===== src/rtl/i2s_rx_frame_ctrl.sv =====
// I2S receive frame sequencer: generates ws, drives the left/right receiver
// enables and reset, and pairs their samples into a single-entry stereo buffer.
module i2s_rx_frame_ctrl #(
  parameter int BITS_PRECISION = 10,
  parameter int SLOT_BITS      = 16
) (
  input  logic                      sck,
  input  logic                      rst_n,
  input  logic                      run,
  output logic                      ws,
  output logic                      rx_rst,
  output logic                      l_enable,
  output logic                      r_enable,
  input  logic [BITS_PRECISION-1:0] l_data,
  input  logic                      l_data_en,
  input  logic [BITS_PRECISION-1:0] r_data,
  input  logic                      r_data_en,
  output logic [BITS_PRECISION-1:0] out_left,
  output logic [BITS_PRECISION-1:0] out_right,
  output logic                      out_valid,
  input  logic                      out_ready,
  output logic                      overflow,
  input  logic                      ovf_clr
);

  localparam int CW = (SLOT_BITS > 1) ? $clog2(SLOT_BITS) : 1;
  localparam logic [CW-1:0] CNT_LAST = CW'(SLOT_BITS - 1);
  localparam logic [CW-1:0] CNT_ONE  = CW'(1);
  localparam logic [CW-1:0] EN_HI    = CW'(BITS_PRECISION);

  typedef enum logic [1:0] {IDLE, LEFT, RIGHT} state_t;

  state_t                    state_reg, state_next;
  logic [CW-1:0]             bit_cnt_reg, bit_cnt_next;
  logic                      ws_reg, rx_rst_reg, l_enable_reg, r_enable_reg;
  logic                      l_enable_next, r_enable_next, in_window;
  logic [BITS_PRECISION-1:0] pending_left_reg;
  logic                      left_captured_reg;
  logic [BITS_PRECISION-1:0] out_left_reg, out_right_reg;
  logic                      out_valid_reg, overflow_reg;
  logic                      active, deliver, accept, drop;

  always_comb begin
    state_next   = state_reg;
    bit_cnt_next = bit_cnt_reg + CNT_ONE;
    case (state_reg)
      IDLE: begin
        bit_cnt_next = '0;
        if (run) state_next = LEFT;
      end
      LEFT: begin
        if (bit_cnt_reg == CNT_LAST) begin
          state_next   = RIGHT;
          bit_cnt_next = '0;
        end
      end
      RIGHT: begin
        // run is only sampled at the frame boundary so frames are never cut short
        if (bit_cnt_reg == CNT_LAST) begin
          state_next   = run ? LEFT : IDLE;
          bit_cnt_next = '0;
        end
      end
      default: begin
        state_next   = IDLE;
        bit_cnt_next = '0;
      end
    endcase
  end

  // One sck of I2S data delay after the ws edge, then BITS_PRECISION bits
  assign in_window     = (bit_cnt_reg >= CNT_ONE) && (bit_cnt_reg <= EN_HI);
  assign l_enable_next = (state_reg == LEFT)  && in_window;
  assign r_enable_next = (state_reg == RIGHT) && in_window;

  always_ff @(posedge sck or negedge rst_n) begin
    if (!rst_n) begin
      state_reg    <= IDLE;
      bit_cnt_reg  <= '0;
      ws_reg       <= 1'b0;
      rx_rst_reg   <= 1'b1;
      l_enable_reg <= 1'b0;
      r_enable_reg <= 1'b0;
    end else begin
      state_reg    <= state_next;
      bit_cnt_reg  <= bit_cnt_next;
      ws_reg       <= (state_next == RIGHT);
      rx_rst_reg   <= (state_reg == IDLE);
      l_enable_reg <= l_enable_next;
      r_enable_reg <= r_enable_next;
    end
  end

  assign active  = (state_reg != IDLE);
  assign deliver = active && r_data_en && left_captured_reg;
  assign accept  = !out_valid_reg || out_ready;
  assign drop    = deliver && !accept;

  always_ff @(posedge sck or negedge rst_n) begin
    if (!rst_n) begin
      pending_left_reg  <= '0;
      left_captured_reg <= 1'b0;
      out_left_reg      <= '0;
      out_right_reg     <= '0;
      out_valid_reg     <= 1'b0;
      overflow_reg      <= 1'b0;
    end else begin
      // A right word without a preceding left word is discarded silently
      if (active && r_data_en)
        left_captured_reg <= 1'b0;
      if (active && l_data_en) begin
        pending_left_reg  <= l_data;
        left_captured_reg <= 1'b1;
      end

      if (deliver && accept) begin
        out_left_reg  <= pending_left_reg;
        out_right_reg <= r_data;
        out_valid_reg <= 1'b1;
      end else if (out_valid_reg && out_ready) begin
        out_valid_reg <= 1'b0;
      end

      if (drop)
        overflow_reg <= 1'b1;
      else if (ovf_clr)
        overflow_reg <= 1'b0;
    end
  end

  assign ws        = ws_reg;
  assign rx_rst    = rx_rst_reg;
  assign l_enable  = l_enable_reg;
  assign r_enable  = r_enable_reg;
  assign out_left  = out_left_reg;
  assign out_right = out_right_reg;
  assign out_valid = out_valid_reg;
  assign overflow  = overflow_reg;

endmodule


===== config.mk =====
export PLATFORM = sky130hd
export DESIGN_NAME = i2s_rx_frame_ctrl
export DESIGN_NICKNAME = d
export VERILOG_FILES = /design/src/rtl/i2s_rx_frame_ctrl.sv
export SDC_FILE = /design/constraint.sdc
export NUM_CORES = 1
export LEC_CHECK = 0
export ABC_AREA = 1
export CAP_MARGIN = 40
export CORE_ASPECT_RATIO = 1.25
export CORE_MARGIN = 2
export CORE_UTILIZATION = 60
export CTS_CLUSTER_DIAMETER = 120
export CTS_CLUSTER_SIZE = 10
export DETAILED_ROUTE_END_ITERATION = 12
export DONT_BUFFER_PORTS = 1
export PLACE_DENSITY = 0.79
export SYNTH_ARGS = -nofsm -noshare
export SYNTH_HDL_FRONTEND = slang
export SYNTH_SLANG_ARGS = --single-unit

===== constraint.sdc =====
create_clock -name sck -period 1.5 [get_ports sck]
set_input_delay 0.225 -clock sck [delete_from_list [all_inputs] [get_ports sck]]
set_output_delay 0.225 -clock sck [all_outputs]
set_load 0.005 [all_outputs]

==> metrics.yaml <==
status:
  status: "finished clean"
critical_path:
  crit_start: "state_reg[1]"
  rrSetupSlack_ns: 0.10
  cp_slowest_stage_delay_ns: 0.37
  worstSetupPathType: "reg -> reg"
  crit_end: "out_left[9]"
  path_buf_inv: 2
  reg2reg_from: "state_reg[1]"
  cp-end-kind: "register"
  cp_cell_sequence: "inv_1, ha_4, nor2_1, nand3_1, buf_12, nand2_1, o21ai_1"
  cp_slowest_cell: "dfrtp_1"
  critPathArrivalTime_ns: 1.62
  start_kind: "register"
  rr_worst_depth: 7
  cp.depth: 7
  required_ns: 1.72
  critPathTopFamily: "flip-flops"
  cp_max_fo: 40
  rr_endpoint: "out_left[9]"
pwr:
  seq_power_share_pct: 50.6
  peakVddDrop_mv: 1.23
  switching_power_mw: 1.42
  internal_power_mw: 2.55
  clkPwrFrac_pct: 18.8
  combPwrFrac_pct: 30.6
  cellPowerDensity_nw_per_um2: 1900
  power.leakage_nw: 1.10
  switching_share_pct: 35.7
global_route:
  grt_first_pass_wirelength_um: 5440
  antenna_found_initial: 0
  grt_use_total_pct: 21.7
  grt_overflow: 0
  grt_start_max_net_pins: 44
  first_global_vias: 1271
logic_synthesis:
  netlist_top_cells_area: "dfrtp_1 58%, inv_1 7.1%, nand2_1 7.1%, ha_1 5.5%, o21ai_1 5.5%"
  syn_avg_cell_area_um2: 9.45
  yosysWarnings: 0
  synth_area_um2: 1810
  synth_seq_area_share_pct: 59.7
  syn_inst: 191
  yosysTopAreaCell: "dfrtp_1"
  synth_nets: 226
  synth_top_area_share_pct: 58.2
  ys_ff_latch: 43
  synth_cell_types: 20
timing:
  fin_skew_ns: 0.0108
  finalHoldViolCount: 0
  grt_setup_unrepaired: "false"
  fmax_mhz: 715
  worst_pin_slew_ns: 0.398
  relSlewSlack_pct: 73.2
  setup_violations: 0
  period_needed_ns: 1.40
  finalSetupTns_ns: 0
  maxSlewViolCount: 0
  min_period_over_period_pct: 93.3
place:
  place_congestion: 0.824
  hpwl_um: 2420
  placedCellCount: 224
  port_buffers: 0
clocking:
  cts_made_buffers: 5
  clk_latency_ns: 0.34
  clk_pin_slew_ns: 0.12
  htree_num_levels: 2
  tritoncts: "built"
  clk_path_buf_depth: 2
  cts_num_sinks: 43
  cts-root-buf: "clkbuf_4"
layout:
  area_growth_pct: 15.9
  final_common_cell: "dfrtp_1"
  fin_nets: 242
  mostFrequentLayoutCells: "42 x dfrtp_1, 34 x inv_1, 34 x nand2_1, 20 x o21ai_1, 17 x nor2_1"
  finalNonFillerCells: 244
  drive_above_1_share_pct: 10.1
  regArea_um2: 1080
  fill_cells: 225
  diodes: 0
  multiInputGateArea_um2: 581
job:
  maxCapViolations: 0
worst_hold_path:
  hp-class: "in -> reg"
routing:
  via_per_inst: 5.20
  drc: 0
  drt_iter0_markers: 20
  via_count: 1268
  first_pass_iters: 4
  ant_nets: 0
  finalWirelength_um: 3500
  wl_per_cell_um: 14.3
floorplan:
  fp.dieH_um: 65.3
  die_x_um: 53.1
  ios: 53
  start_util_pct: 61.9
  rows: 22
  die_area_um2: 3470
  coreArea_um2: 2920
==> logic make-up after synthesis <==
logic type	count (synthesis)	synth area share, %
AOI/OAI and AO/OA	40	11.4
xor gates and xnor gates	1	0.485
adders and majority gates	8	5.54
buffers and inverters	40	8.87
DFF	43	59.7
and+or+nand+nor	59	14.1
==> metal layers <==
metal | up-vias | GRT usage, % | part of all wire [%]
li1 | 619 | - | -
met1 | 601 | 22.6 | 36
met2 | 42 | 39.4 | 57
met3 | 6 | 6.59 | 5.9
met4 | 0 | 8.97 | 1.5
met5 | - | 0 | 0
==> synthesized netlist by cell type, drive strengths merged <==
library cell and number:
nand2 36, nor2 18, xor2 1, nand4 1, buf 6, dfstp 1, dfrtp 42, inv 34
nand3 4, a21oi 13, o22ai 1, ha 8, o21ai 26
==> metrics by stage <==
stage	worst slack (ns)	hold slack [ns]	area [µm²]	utilization [%]	power, mW
after floorplan	0.180	-0.0706	1810	-	2.81
after global placement	0.150	-0.0697	1870	63.9	3.02
after detailed placement	0.0303	-0.0697	1870	63.9	3.17
after CTS	0.0539	0.00291	2020	69.2	3.95
after global routing	0.0222	-0.00208	2090	71.7	4.29
final	0.101	0.00949	2090	71.7	3.97
==> power by group through the flow <==
stage	registers, mW	logic, mW	clock network (mW)
floorplan	1.95	0.854	0
global placement	2.01	1.01	0
detailed placement	2.04	1.12	0
CTS	2.01	1.17	0.770
global route	2.07	1.41	0.815
finish	2.01	1.21	0.747
==> final cells by class <==
type | instances | area share (%)
sequential | 43 | 51.5
multi-input combinational | 108 | 27.8
timing repair buffer | 15 | 8.37
inverter | 34 | 6.10
clock buffer | 6 | 2.45
tap | 36 | 2.15
clock inverter | 2 | 1.67
==> worst min-delay path by stage <==
stage	from	end	slack [ns]	cells past startpoint
5_1_grt	r_data[3]	out_right[3]	-0.002	2
3_5_place_dp	rst_n	out_right[7]	-0.07	0
3_3_place_gp	rst_n	out_right[2]	-0.07	0
2_1_floorplan	rst_n	bit_cnt_reg[0]	-0.07	0
6_report	r_data[7]	out_right[7]	0.009	2
4_1_cts	r_data[4]	out_right[4]	0.003	2
==> timing repair <==
action | in CTS | in global routing
endpoints found under the hold margin | 46 | 6
setup endpoints to repair | 1 | 28
setup buffers | 1 | 0
gates resized for setup | 0 | 2
hold buffers | 5 | 6
Power figures use the tool's default switching activity.
